===== config.mk =====
export PLATFORM = sky130hd
export DESIGN_NAME = lcd_vote_buffer
export DESIGN_NICKNAME = d
export VERILOG_FILES = /design/src/rtl/lcd_vote_pkg.sv /design/src/rtl/bin2bcd_seq.sv /design/src/rtl/lcd_vote_buffer.sv
export SDC_FILE = /design/constraint.sdc
export NUM_CORES = 1
export LEC_CHECK = 0
export CAP_MARGIN = 40
export CORE_ASPECT_RATIO = 1.75
export CORE_MARGIN = 5
export CORE_UTILIZATION = 59
export CTS_BUF_LIST = sky130_fd_sc_hd__clkbuf_8
export CTS_CLUSTER_SIZE = 28
export DETAILED_ROUTE_END_ITERATION = 16
export PLACE_DENSITY_LB_ADDON = 0.12
export SETUP_SLACK_MARGIN = 0.1
export SKIP_LAST_GASP = 1
export SYNTH_ARGS = -nofsm -noshare
export SYNTH_HDL_FRONTEND = slang
export SYNTH_SLANG_ARGS = --single-unit

===== constraint.sdc =====
create_clock -name clk -period 4.1 [get_ports clk]
set_input_delay 0.82 -clock clk [delete_from_list [all_inputs] [get_ports clk]]
set_output_delay 0.82 -clock clk [all_outputs]
set_load 0.005 [all_outputs]

===== src/rtl/lcd_vote_pkg.sv =====
// Shared types and constants for the LCD vote-tally buffer: FSM states,
// ASCII codes, field column positions and the BCD add-3 correction.
package lcd_vote_pkg;

  typedef enum logic [2:0] {
    ST_IDLE,
    ST_LOAD,
    ST_CONV,
    ST_COMMIT,
    ST_DONE
  } state_e;

  localparam int BCD_W = 16;

  localparam logic [7:0] ASCII_ZERO  = 8'h30;
  localparam logic [7:0] ASCII_SPACE = 8'h20;
  localparam logic [7:0] ASCII_COLON = 8'h3A;
  localparam logic [7:0] ASCII_A     = 8'h41;
  localparam logic [7:0] ASCII_B     = 8'h42;
  localparam logic [7:0] ASCII_C     = 8'h43;
  localparam logic [7:0] ASCII_D     = 8'h44;

  localparam logic [3:0] COL_LETTER0 = 4'd0;
  localparam logic [3:0] COL_COLON0  = 4'd1;
  localparam logic [3:0] COL_FIELD0  = 4'd2;
  localparam logic [3:0] COL_LETTER1 = 4'd7;
  localparam logic [3:0] COL_COLON1  = 4'd8;
  localparam logic [3:0] COL_FIELD1  = 4'd9;

  function automatic logic [BCD_W-1:0] bcd_add3(input logic [BCD_W-1:0] bcd);
    logic [BCD_W-1:0] r;
    r = bcd;
    for (int i = 0; i < BCD_W / 4; i++) begin
      if (bcd[4*i +: 4] >= 4'd5) r[4*i +: 4] = bcd[4*i +: 4] + 4'd3;
    end
    return r;
  endfunction

endpackage


===== src/rtl/bin2bcd_seq.sv =====
// Sequential binary-to-BCD converter (double-dabble): one add-3/shift step
// per cycle after a start pulse; valid pulses once the result is complete.
module bin2bcd_seq
  import lcd_vote_pkg::*;
#(
  parameter int CNT_W = 10
) (
  input  logic             clk,
  input  logic             rst_n,
  input  logic             start,
  input  logic [CNT_W-1:0] bin_in,
  output logic             busy,
  output logic             valid,
  output logic [BCD_W-1:0] bcd_out
);

  localparam int CW = $clog2(CNT_W);

  logic [CNT_W-1:0] bin_q, bin_d;
  logic [BCD_W-1:0] bcd_q, bcd_d;
  logic [CW-1:0]    cnt_q, cnt_d;
  logic             active_q, active_d;
  logic             valid_q, valid_d;

  always_comb begin
    bin_d    = bin_q;
    bcd_d    = bcd_q;
    cnt_d    = cnt_q;
    active_d = active_q;
    valid_d  = 1'b0;
    if (start) begin
      bin_d    = bin_in;
      bcd_d    = '0;
      cnt_d    = CW'(CNT_W - 1);
      active_d = 1'b1;
    end else if (active_q) begin
      {bcd_d, bin_d} = {bcd_add3(bcd_q), bin_q} << 1;
      if (cnt_q == '0) begin
        active_d = 1'b0;
        valid_d  = 1'b1;
      end else begin
        cnt_d = cnt_q - CW'(1);
      end
    end
  end

  always_ff @(posedge clk or negedge rst_n) begin
    if (!rst_n) begin
      bin_q    <= '0;
      bcd_q    <= '0;
      cnt_q    <= '0;
      active_q <= 1'b0;
      valid_q  <= 1'b0;
    end else begin
      bin_q    <= bin_d;
      bcd_q    <= bcd_d;
      cnt_q    <= cnt_d;
      active_q <= active_d;
      valid_q  <= valid_d;
    end
  end

  // busy drops during the final shift so the parent can leave CONV on time
  assign busy    = active_q && (cnt_q != '0);
  assign valid   = valid_q;
  assign bcd_out = bcd_q;

endmodule


===== src/rtl/lcd_vote_buffer.sv =====
// LCD character source for four vote tallies; converts counts to BCD on
// request and commits each candidate atomically. LCD_LEAD_ZERO_BLANK_EN blanks leading zeros.
module lcd_vote_buffer
  import lcd_vote_pkg::*;
#(
  parameter int CNT_W = 10
) (
  input  logic             clk,
  input  logic             rst_n,
  input  logic [CNT_W-1:0] cnt_a,
  input  logic [CNT_W-1:0] cnt_b,
  input  logic [CNT_W-1:0] cnt_c,
  input  logic [CNT_W-1:0] cnt_d,
  input  logic             update_req,
  output logic             busy,
  output logic             done,
  input  logic [4:0]       mem_addr,
  output logic [7:0]       mem_bus
);

  state_e           state_q, state_d;
  logic [1:0]       cand_q, cand_d;
  logic             pending_q, pending_d;
  logic [BCD_W-1:0] disp_q [4];

  logic             cv_start, cv_busy, cv_valid, commit_en;
  logic [CNT_W-1:0] cv_bin;
  logic [BCD_W-1:0] cv_bcd;

  always_comb begin
    case (cand_q)
      2'd0:    cv_bin = cnt_a;
      2'd1:    cv_bin = cnt_b;
      2'd2:    cv_bin = cnt_c;
      default: cv_bin = cnt_d;
    endcase
  end

  bin2bcd_seq #(.CNT_W(CNT_W)) u_conv (
    .clk     (clk),
    .rst_n   (rst_n),
    .start   (cv_start),
    .bin_in  (cv_bin),
    .busy    (cv_busy),
    .valid   (cv_valid),
    .bcd_out (cv_bcd)
  );

  always_comb begin
    state_d   = state_q;
    cand_d    = cand_q;
    pending_d = pending_q;
    cv_start  = 1'b0;
    commit_en = 1'b0;
    case (state_q)
      ST_IDLE: begin
        if (update_req) begin
          state_d = ST_LOAD;
          cand_d  = 2'd0;
        end
      end
      ST_LOAD: begin
        cv_start = 1'b1;
        state_d  = ST_CONV;
        if (update_req) pending_d = 1'b1;
      end
      ST_CONV: begin
        if (!cv_busy) state_d = ST_COMMIT;
        if (update_req) pending_d = 1'b1;
      end
      ST_COMMIT: begin
        commit_en = cv_valid;
        if (update_req) pending_d = 1'b1;
        if (cand_q == 2'd3) begin
          state_d = ST_DONE;
        end else begin
          state_d = ST_LOAD;
          cand_d  = cand_q + 2'd1;
        end
      end
      ST_DONE: begin
        // a request landing in DONE is folded into the immediate re-run
        if (pending_q || update_req) begin
          state_d   = ST_LOAD;
          cand_d    = 2'd0;
          pending_d = 1'b0;
        end else begin
          state_d = ST_IDLE;
        end
      end
      default: state_d = ST_IDLE;
    endcase
  end

  always_ff @(posedge clk or negedge rst_n) begin
    if (!rst_n) begin
      state_q   <= ST_IDLE;
      cand_q    <= 2'd0;
      pending_q <= 1'b0;
      for (int i = 0; i < 4; i++) disp_q[i] <= '0;
    end else begin
      state_q   <= state_d;
      cand_q    <= cand_d;
      pending_q <= pending_d;
      if (commit_en) disp_q[cand_q] <= cv_bcd;
    end
  end

  assign busy = (state_q == ST_LOAD) || (state_q == ST_CONV) || (state_q == ST_COMMIT);
  assign done = (state_q == ST_DONE);

  logic             row;
  logic [3:0]       col;
  logic             in_field;
  logic [1:0]       fcand, fpos;
  logic [BCD_W-1:0] fword;
  logic [3:0]       fnib;
  logic [3:0]       fshift;

  always_comb begin
    row      = mem_addr[4];
    col      = mem_addr[3:0];
    in_field = 1'b0;
    fcand    = {row, 1'b0};
    fpos     = 2'd0;
    mem_bus  = ASCII_SPACE;
    if (col == COL_LETTER0) begin
      mem_bus = row ? ASCII_C : ASCII_A;
    end else if (col == COL_LETTER1) begin
      mem_bus = row ? ASCII_D : ASCII_B;
    end else if (col == COL_COLON0 || col == COL_COLON1) begin
      mem_bus = ASCII_COLON;
    end else if (col >= COL_FIELD0 && col < COL_FIELD0 + 4'd4) begin
      in_field = 1'b1;
      fpos     = 2'(col - COL_FIELD0);
    end else if (col >= COL_FIELD1 && col < COL_FIELD1 + 4'd4) begin
      in_field = 1'b1;
      fcand    = {row, 1'b1};
      fpos     = 2'(col - COL_FIELD1);
    end
    // fpos 0 is the thousands digit; shifting leaves it and all digits above
    fword  = disp_q[fcand];
    fshift = {2'd3 - fpos, 2'b00};
    fnib   = 4'(fword >> fshift);
    if (in_field) begin
      mem_bus = ASCII_ZERO + {4'b0000, fnib};
`ifdef LCD_LEAD_ZERO_BLANK_EN
      if (fpos != 2'd3 && (fword >> fshift) == '0) mem_bus = ASCII_SPACE;
`endif
    end
  end

endmodule


Word-level counts from Yosys, hierarchy flattened

Index checks and enable logic that the tools add are counted.
W data, S select, Z words.

Output and inout bits: 10
Word-level logic and storage cells: 132
Register bits after elaboration: 102
Bits of input ports: 48

Bitwise gates (word level): 2
Eq/ne operators: 16
$lt $le $gt $ge: 11
Muxes and demuxes: 59
Shifts and indexed selects: 1
Reductions and logical operators: 21
$add $sub $neg: 10

Operators by type and width:

| kind                  | number |
|---|---|
| $mux W16              | 5 |
| $bwmux W64            | 1 |
| $bmux W16 S2          | 1 |
| $demux W16 S2         | 1 |
| $pmux W10 S3          | 1 |
| $mux W4               | 6 |
| $mux W1               | 21 |
| $mux W10              | 2 |
| $mux W2               | 9 |
| $ge A4 B3 Y1 const B  | 4 |
| $shr A16 B4 Y4        | 1 |
| $mux W3               | 5 |
| $pmux W3 S5           | 1 |
| $mux W7               | 2 |
| $add A4 B2 Y4 const B | 3 |
| $logic_not A4 Y1      | 2 |
| $mux W8               | 1 |
| $ne A2 B2 Y1 const B  | 4 |
| $add A6 B4 Y7 const A | 1 |
| $eq A3 B2 Y1 const B  | 2 |
| $ge A3 B3 Y1 const B  | 2 |
| $not A2 Y3            | 2 |
| $pmux W2 S3           | 1 |
| $mux W5               | 1 |
| other kinds (31)      | 41 |

Logic depth before layout (Yosys ltp)

Gate-level depths: netlist of the first run.

Depth after elaboration: 14
Mapped depth: 9
Depth with buffers taken out: 8

Hierarchy

A second synthesis of the first run with hierarchy kept.

Cells, all modules: 474
Area total of the unflattened synthesis: 5546.6 um2

Modules (own cells, without submodules):

| module          | seq. area each (um2) | cells each | area each (um2) | instances |
|---|---|---|---|---|
| lcd_vote_buffer | 1751.7               | 292        | 3793.6          | 1 |
| bin2bcd_seq     | 800.8                | 182        | 1752.9          | 1 |

Least setup slack after synthesis of the first run

OpenSTA, ideal clock, no wires.

Path type: input port to output port
Start: input mem_addr[0]
End: output mem_bus[3]
Data arrival time: 2.776 ns
Path slack: 0.504 ns
Stages: 9
Required time: 3.280 ns
Buffers on the path: 1
Cells stage by stage: inv_1 ha_1 or2b_2 nand3_4 buf_6 mux4_2 mux2_2 a22oi_2 nand2_1

Word-level cells in the longest chain between the ends: 14
Elaborated cells between the ends (all ways): 39
Those cells by class: add/sub: 4; order compare: 4; eq/ne: 3; shift: 1; mux: 22; bitwise: 1; reduce/logical: 4

RTL lines:

| element                                             | line                   | RTL |
|---|---|---|
| start, declared                                     | lcd_vote_buffer.sv:17  | `input logic [4:0] mem_addr,` |
| $ge A4 B4 Y1 / $lt A4 B4 Y1 (equally long branches) | lcd_vote_buffer.sv:136 | `end else if (col >= COL_FIELD1 && col < COL_FIELD1 + 4'd4) begin` |
| $logic_and A1 B1 Y1                                 | lcd_vote_buffer.sv:136 |  |
| $mux W1                                             | lcd_vote_buffer.sv:136 |  |
| $mux W1                                             | lcd_vote_buffer.sv:133 | `end else if (col >= COL_FIELD0 && col < COL_FIELD0 + 4'd4) begin` |
| $mux W1                                             | lcd_vote_buffer.sv:131 | `end else if (col == COL_COLON0 \|\| col == COL_COLON1) begin` |
| $mux W1                                             | lcd_vote_buffer.sv:129 | `end else if (col == COL_LETTER1) begin` |
| $mux W1                                             | lcd_vote_buffer.sv:127 | `if (col == COL_LETTER0) begin` |
| $not A2 Y3 (not written as such)                    | lcd_vote_buffer.sv:142 | `fword = disp_q[fcand];` |
| $bmux W16 S2                                        | lcd_vote_buffer.sv:142 |  |
| $mux W16 (not written as such) (2 in series)        | lcd_vote_buffer.sv:142 |  |
| $shr A16 B4 Y4                                      | lcd_vote_buffer.sv:144 | `fnib = 4'(fword >> fshift);` |
| $add A6 B4 Y7                                       | lcd_vote_buffer.sv:146 | `mem_bus = ASCII_ZERO + {4'b0000, fnib};` |
| $mux W8 *                                           | lcd_vote_buffer.sv:145 | `if (in_field) begin` |
| end, declared                                       | lcd_vote_buffer.sv:18  | `output logic [7:0] mem_bus` |

Mark *: on every way between the ends. The rest lies on a longest branch, timed or not. The select of a mux whose other input is x is not followed.

Final worst setup path of the first run

Start: input mem_addr[0]
End: output mem_bus[0]

Same word-level chain as after synthesis.

==> results.py, run 1 <==
metrics = {
    "clock_tree": {
        "insertion_delay_ps": 370,
        "postCtsHoldBufs": 0,
        "cts_buffer_depth": 2,
        "h-tree-depth": 3,
        "cts_made_buffers": 9,
        "tritoncts": "yes",
        "cts_sinks": 102,
        "root_buffer": "clkbuf_8",
        "clkTransAtPathRegs_ps": 90,
    },
    "detailed_routing": {
        "first_iter_violations": 215,
        "wirelength_um": 11770,
        "wl_per_cell_um": 16.54,
        "drc_errors": 0,
        "dr_total_vias": 4094,
        "ant_nets": 0,
        "dr.pass1.iters": 5,
        "via_per_inst": 5.750,
    },
    "floorplan": {
        "die_h_um": 136.7,
        "die-area_um2": 11270,
        "num_rows": 46,
        "core_area_um2": 9036,
        "ios": 58,
        "die_w_um": 82.42,
        "start_util_pct": 59.93,
    },
    "logic_synthesis": {
        "yosysTopAreaCell": "dfrtp_1",
        "synth_xor_area_share_pct": 1.294,
        "synthSimpleGateAreaFrac_pct": 10.51,
        "yosys_register_bits": 102,
        "synth_cell_types": 47,
        "ys_seq_area_share_pct": 47.13,
        "synth_async_sr_flop_share_pct": 100.0,
        "yosysWarnings": 0,
        "synthMuxAreaShare_pct": 19.36,
        "syn_avg_cell_area_um2": 10.70,
        "synth_edf_count": 0,
        "synth_nets": 572,
        "synth-compound-area-share_pct": 12.38,
        "synth.most_common_cell": "dfrtp_1",
        "synth_area_leaders": "dfrtp_1 47%, mux2_2 7.1%, mux4_2 6.7%, mux2i_1 5.4%, o21ai_0 4.7%",
        "ys.flop_type": "dfrtp_1",
        "syn_area_um2": 5415,
        "synth_top_family_by_area": "multiplexers",
        "synthCells": 506,
        "synthTopCellsByCount": "102 x dfrtp_1, 62 x nand2_1, 51 x o21ai_0",
        "yosys.area_share.adder_pct": 4.159,
        "synth_top_area_share_pct": 47.13,
    },
    "cells_and_area": {
        "fillers": 655,
        "utilization_pct": 73.55,
        "fin_cells": 712,
        "nNetsFinal": 653,
        "design_area_um2": 6646,
        "drive_gt1_share_pct": 22.13,
        "diodes": 0,
        "area_delta_synth_final_pct": 22.74,
    },
    "placement": {
        "dpl.cell_count": 685,
        "portBuffers": 56,
        "post-place-ws_ps": -420.9,
        "gp_congestion": 0.7769,
        "placed_cell_area_um2": 6280,
        "dpl.hpwl_um": 8683,
    },
    "global_routing": {
        "antenna_found_initial": 0,
        "grt_pass1_wl_um": 19710,
        "grt_max_degree": 46,
        "grt_usage_pct": 22.66,
        "overflow": 0,
        "first_global_vias": 4326,
    },
    "power_and_ir_drop": {
        "p_leak_nw": 3.108,
        "ir_drop_mv": 0.3801,
        "p_per_area_nw_per_um2": 512.1,
    },
    "sta": {
        "max_slew_margin_pct": 62.22,
        "finalSetupViolations": 0,
        "fmax_mhz": 254.6,
        "fin_crit_sh_pct": 95.78,
        "finalCriticalPeriod_ps": 3927,
        "hold_viol": 0,
        "finClkSkew_ps": 5.054,
        "drv_slew": 0,
        "rsz0062_at_grt": "no",
        "worst_slack_ps": 172.9,
        "tightest_slew_ps": 566.8,
    },
    "worst_setup_path": {
        "critPathKind": "primary input to output pin",
        "crit_required_ps": 3280,
        "crit_fanout": 5,
        "startpoint_type": "primary input",
        "reg2reg_depth": 5,
        "cp.arrival_ps": 3110,
        "r2r-start": "cand_q[0]",
        "cp-end-kind": "output pin",
        "crit_start": "mem_addr[0]",
    },
    "status": {
        "status": "completed",
    },
    "hold_path": {
        "hp-class": "primary input to asynchronous set/reset pin",
    },
    "run": {
        "drv_cap": 0,
    },
}
## final timing paths
path / end / slack (ps)
hold / removal: disp_q[47] / 430
setup reg to reg: disp_q[51] / 2080
min in group clk: disp_q[12] / 480
max in group asynchronous: disp_q[56] / 2850
setup / recovery: mem_bus[0] / 170
hold reg to reg: disp_q[12] / 480
## cells in the final DEF, fill, tap and decap left out, types with 4 or more instances in the layout
cell	instances
a21oi_1	26
a222oi_1	10
buf_4	36
buf_6	4
buf_8	4
clkbuf_8	9
clkdlybuf4s50_1	48
dfrtp_1	102
ha_1	16
inv_1	30
mux2_2	33
mux2i_1	28
mux4_2	16
nand2_1	62
nand2b_1	5
nand3_1	5
nor2_1	31
nor3_1	7
o211ai_1	4
o21ai_0	51
xnor2_1	8
## critical path, stage by stage
cell and delay, ps:
dlygate4sd2_1 260, inv_2 90, ha_4 150, or2b_4 310, nand3_4 120, buf_6 110
mux4_2 470, mux2_4 270, a211o_1 290, clkdlybuf4s15_1 210
## state kept, by name, summed over array words and instances (netlist names)
| register | flops |
|---|---|
| cand_q | 2 |
| disp_q | 64 |
| pending_q | 1 |
| state_q | 3 |
| u_conv.active_q | 1 |
| u_conv.bcd_out | 16 |
| u_conv.bin_q | 10 |
| u_conv.cnt_q | 4 |
| u_conv.valid | 1 |
## power breakdown
part,internal (W),leakage [nW],total [W],switching [W]
combinational,0.000617,1.65,0.00127,0.000655
clock,0.000274,0.103,0.000598,0.000325
sequential,0.00128,1.35,0.00153,0.000251
total,0.00217,3.11,0.00340,0.00123
## metrics by stage
| step | setup TNS [ps] | power, W | hold slack, ps |
|---|---|---|---|
| global route | 0 | 0.003657 | 453.7 |
| global placement | -1459 | 0.002719 | 457.1 |
| detailed placement | -1611 | 0.002801 | 467.1 |
| CTS | 0 | 0.003426 | 430.2 |
| floorplan | 0 | 0.002415 | 444.6 |
| finish | 0 | 0.003404 | 425.3 |
## metal layers
layer	share of wire (%)	GRT usage, %	routed length (um)	up-vias
li1	-	-	-	1946
met5	0	0	0	-
met3	4.1	3.557	486	25
met1	38	24.61	4419	2014
met4	3.0	10.54	352	0
met2	55	41.52	6515	109
## cells by family after synthesis
logic type / Yosys count
fa+ha+maj: 18
mux: 80
compound gates: 109
xor+xnor: 8
other cells: 1
simple gates: 127
flops: 102
buf+inv: 61
## final cells by class
class                   count  area, um2  share of cell area (%)
flip-flops and latches    102       2552                   38.40
clock buffers               9      123.9                   1.864
repair buffers            101      957.2                   14.40
multi-input cells         344       2695                   40.55
well taps                 120      150.1                   2.259
inverters                  29      108.9                   1.638
clock inverters             7      58.81                  0.8848
## repair_timing
action                     4_1_cts  5_1_grt
resized for setup               27        7
gates cloned                     1        0
buffers inserted                 9        1
setup endpoints to repair        4        4
pin swaps                        6        3
No activity file was read; power rests on OpenSTA's default activity.
==> run 2: changes to the inputs <==
CORE_UTILIZATION = 31   (was 59)
==> results.py, run 2 (synthesis gave the netlist of run 1 again) <==
metrics = {
    "sta": {
        "tightest_slew_ps": 584.9,
        "finClkSkew_ps": 14.05,
        "timing.hold.ws_ps": 319.9,
        "fmax_mhz": 252.2,
        "finalSetupViolations": 0,
        "max_slew_margin_pct": 61.01,
        "hold_viol": 0,
        "finalCriticalPeriod_ps": 3965,
        "fin_crit_sh_pct": 96.71,
        "rsz0062_at_grt": "yes",
        "fin_tns_setup_ps": 0,
        "drv_slew": 0,
    },
    "cells_and_area": {
        "diodes": 0,
        "largest_reg_flops": 64,
        "fillers": 1775,
        "largest_register": "disp_q",
        "area_delta_synth_final_pct": 26.59,
        "layout_commonest_cell": "dfrtp_1",
        "drive_gt1_share_pct": 23.53,
        "fin_cells": 826,
        "utilization_pct": 39.45,
        "final_cell_mix": "102 x dfrtp_1, 62 x nand2_1, 51 x o21ai_0",
        "design_area_um2": 6855,
        "nNetsFinal": 656,
    },
    "detailed_routing": {
        "via_per_inst": 4.840,
        "ant_nets": 0,
        "dr.pass1.iters": 4,
        "drc_errors": 0,
        "wl_per_cell_um": 15.94,
        "first_iter_violations": 183,
        "dr_total_vias": 3998,
        "wirelength_um": 13160,
    },
    "global_routing": {
        "first_global_vias": 4266,
        "grt_usage_pct": 13.88,
        "antenna_found_initial": 0,
        "grt_pass1_wl_um": 21920,
        "overflow": 0,
        "grt_max_degree": 55,
    },
    "placement": {
        "dpl.hpwl_um": 9784,
        "dpl.cell_count": 794,
        "portBuffers": 56,
        "gp_congestion": 0.7328,
        "placed_cell_area_um2": 6461,
    },
    "power_and_ir_drop": {
        "power_frac_seq_pct": 44.6,
        "p_leak_nw": 3.138,
        "p_per_area_nw_per_um2": 500.5,
        "internal-power_w": 0.002152,
        "swShare_pct": 37.29,
        "p_sw_w": 0.001280,
        "clock_power_share_pct": 18.2,
        "p_comb_share_pct": 37.2,
        "ir_drop_mv": 0.1708,
    },
    "floorplan": {
        "die_w_um": 109.9,
        "core_area_um2": 17380,
        "die_h_um": 184.8,
        "die-area_um2": 20320,
        "start_util_pct": 31.16,
        "ios": 58,
        "num_rows": 64,
    },
    "hold_path": {
        "hp-class": "primary input to asynchronous set/reset pin",
    },
    "clock_tree": {
        "root_buffer": "clkbuf_8",
        "h-tree-depth": 3,
        "postCtsHoldBufs": 0,
        "cts_buffer_depth": 2,
        "tritoncts": "yes",
        "insertion_delay_ps": 370,
        "clkTransAtPathRegs_ps": 110,
        "cts_made_buffers": 9,
        "cts_sinks": 102,
    },
    "worst_setup_path": {
        "critPathKind": "primary input to output pin",
        "reg2reg_slack_ps": 2020,
        "crit_required_ps": 3280,
        "crit_fanout": 5,
        "cp-end-kind": "output pin",
        "cp.arrival_ps": 3150,
        "startpoint_type": "primary input",
    },
    "run": {
        "drv_cap": 0,
    },
    "status": {
        "status": "completed",
    },
}
## run 2: through the flow
step	worst slack, ps	total power [W]
5_1_grt	41.57	0.003739
6_report	134.8	0.003431
3_5_place_dp	-526.6	0.002821
3_3_place_gp	-455.5	0.002766
2_1_floorplan	504.5	0.002415
4_1_cts	100.3	0.003483
## run 2: worst max-delay path, cell delays in order
cell and delay, ps:
clkdlybuf4s50_1 550, a21o_1 230, or3_4 340, a211o_4 390, buf_4 150, buf_4 130, mux2i_1 130, a221oi_2 240
buf_2 150
## run 2: power groups by stage
stage          clock network [W]  registers, W  logic, W
2_1_floorplan                  0       0.00143  0.000986
5_1_grt                 0.000691       0.00158   0.00147
4_1_cts                 0.000658       0.00154   0.00129
3_5_place_dp                   0       0.00156   0.00126
6_report                0.000626       0.00153   0.00128
3_3_place_gp                   0       0.00155   0.00122
## run 2: layout make-up
class / instances / area (um2) / share of cell area (%)
clock buffers: 10 / 137.6 / 2.008
clock inverters: 6 / 53.80 / 0.7848
inverters: 29 / 108.9 / 1.588
multi-input cells: 343 / 2671 / 38.97
flip-flops and latches: 102 / 2552 / 37.23
well taps: 231 / 289.0 / 4.216
repair buffers: 105 / 1042 / 15.20
## run 2: final timing paths
| check | startpoint | end | depth (start not counted) |
|---|---|---|---|
| worst max register to register | cand_q[0] | disp_q[58] | 5 |
| worst max-delay path | mem_addr[3] | mem_bus[2] | 9 |
| min in group clk | disp_q[5] | disp_q[5] | 2 |
| worst min register to register | disp_q[5] | disp_q[5] | 2 |
| max in group asynchronous | rst_n | u_conv.bcd_out[13] | 3 |
| worst min-delay path | rst_n | disp_q[49] | 1 |
## run 2: routing by layer
metal | share of wire (%) | GRT usage [%] | vias to the layer above
met3 | 3.1 | 1.884 | 28
met5 | 0 | 0 | -
li1 | - | - | 1955
met4 | 3.7 | 5.991 | 0
met2 | 53 | 25.05 | 90
met1 | 40 | 16.03 | 1925
## run 2: repair_timing
| action | in CTS | in global routing |
|---|---|---|
| pin swaps | 5 | 7 |
| resized for setup | 27 | 11 |
| setup buffers | 11 | 5 |
| gates cloned | 0 | 0 |
| endpoints found under the setup margin | 5 | 4 |
| endpoints found under the hold margin | 0 | 0 |
==> run 3: changes to the inputs <==
SLEW_MARGIN = 15   (was unset)
==> results of run 3 <==
Same layout as run 2: the final DEF is identical, and so are final timing and power.
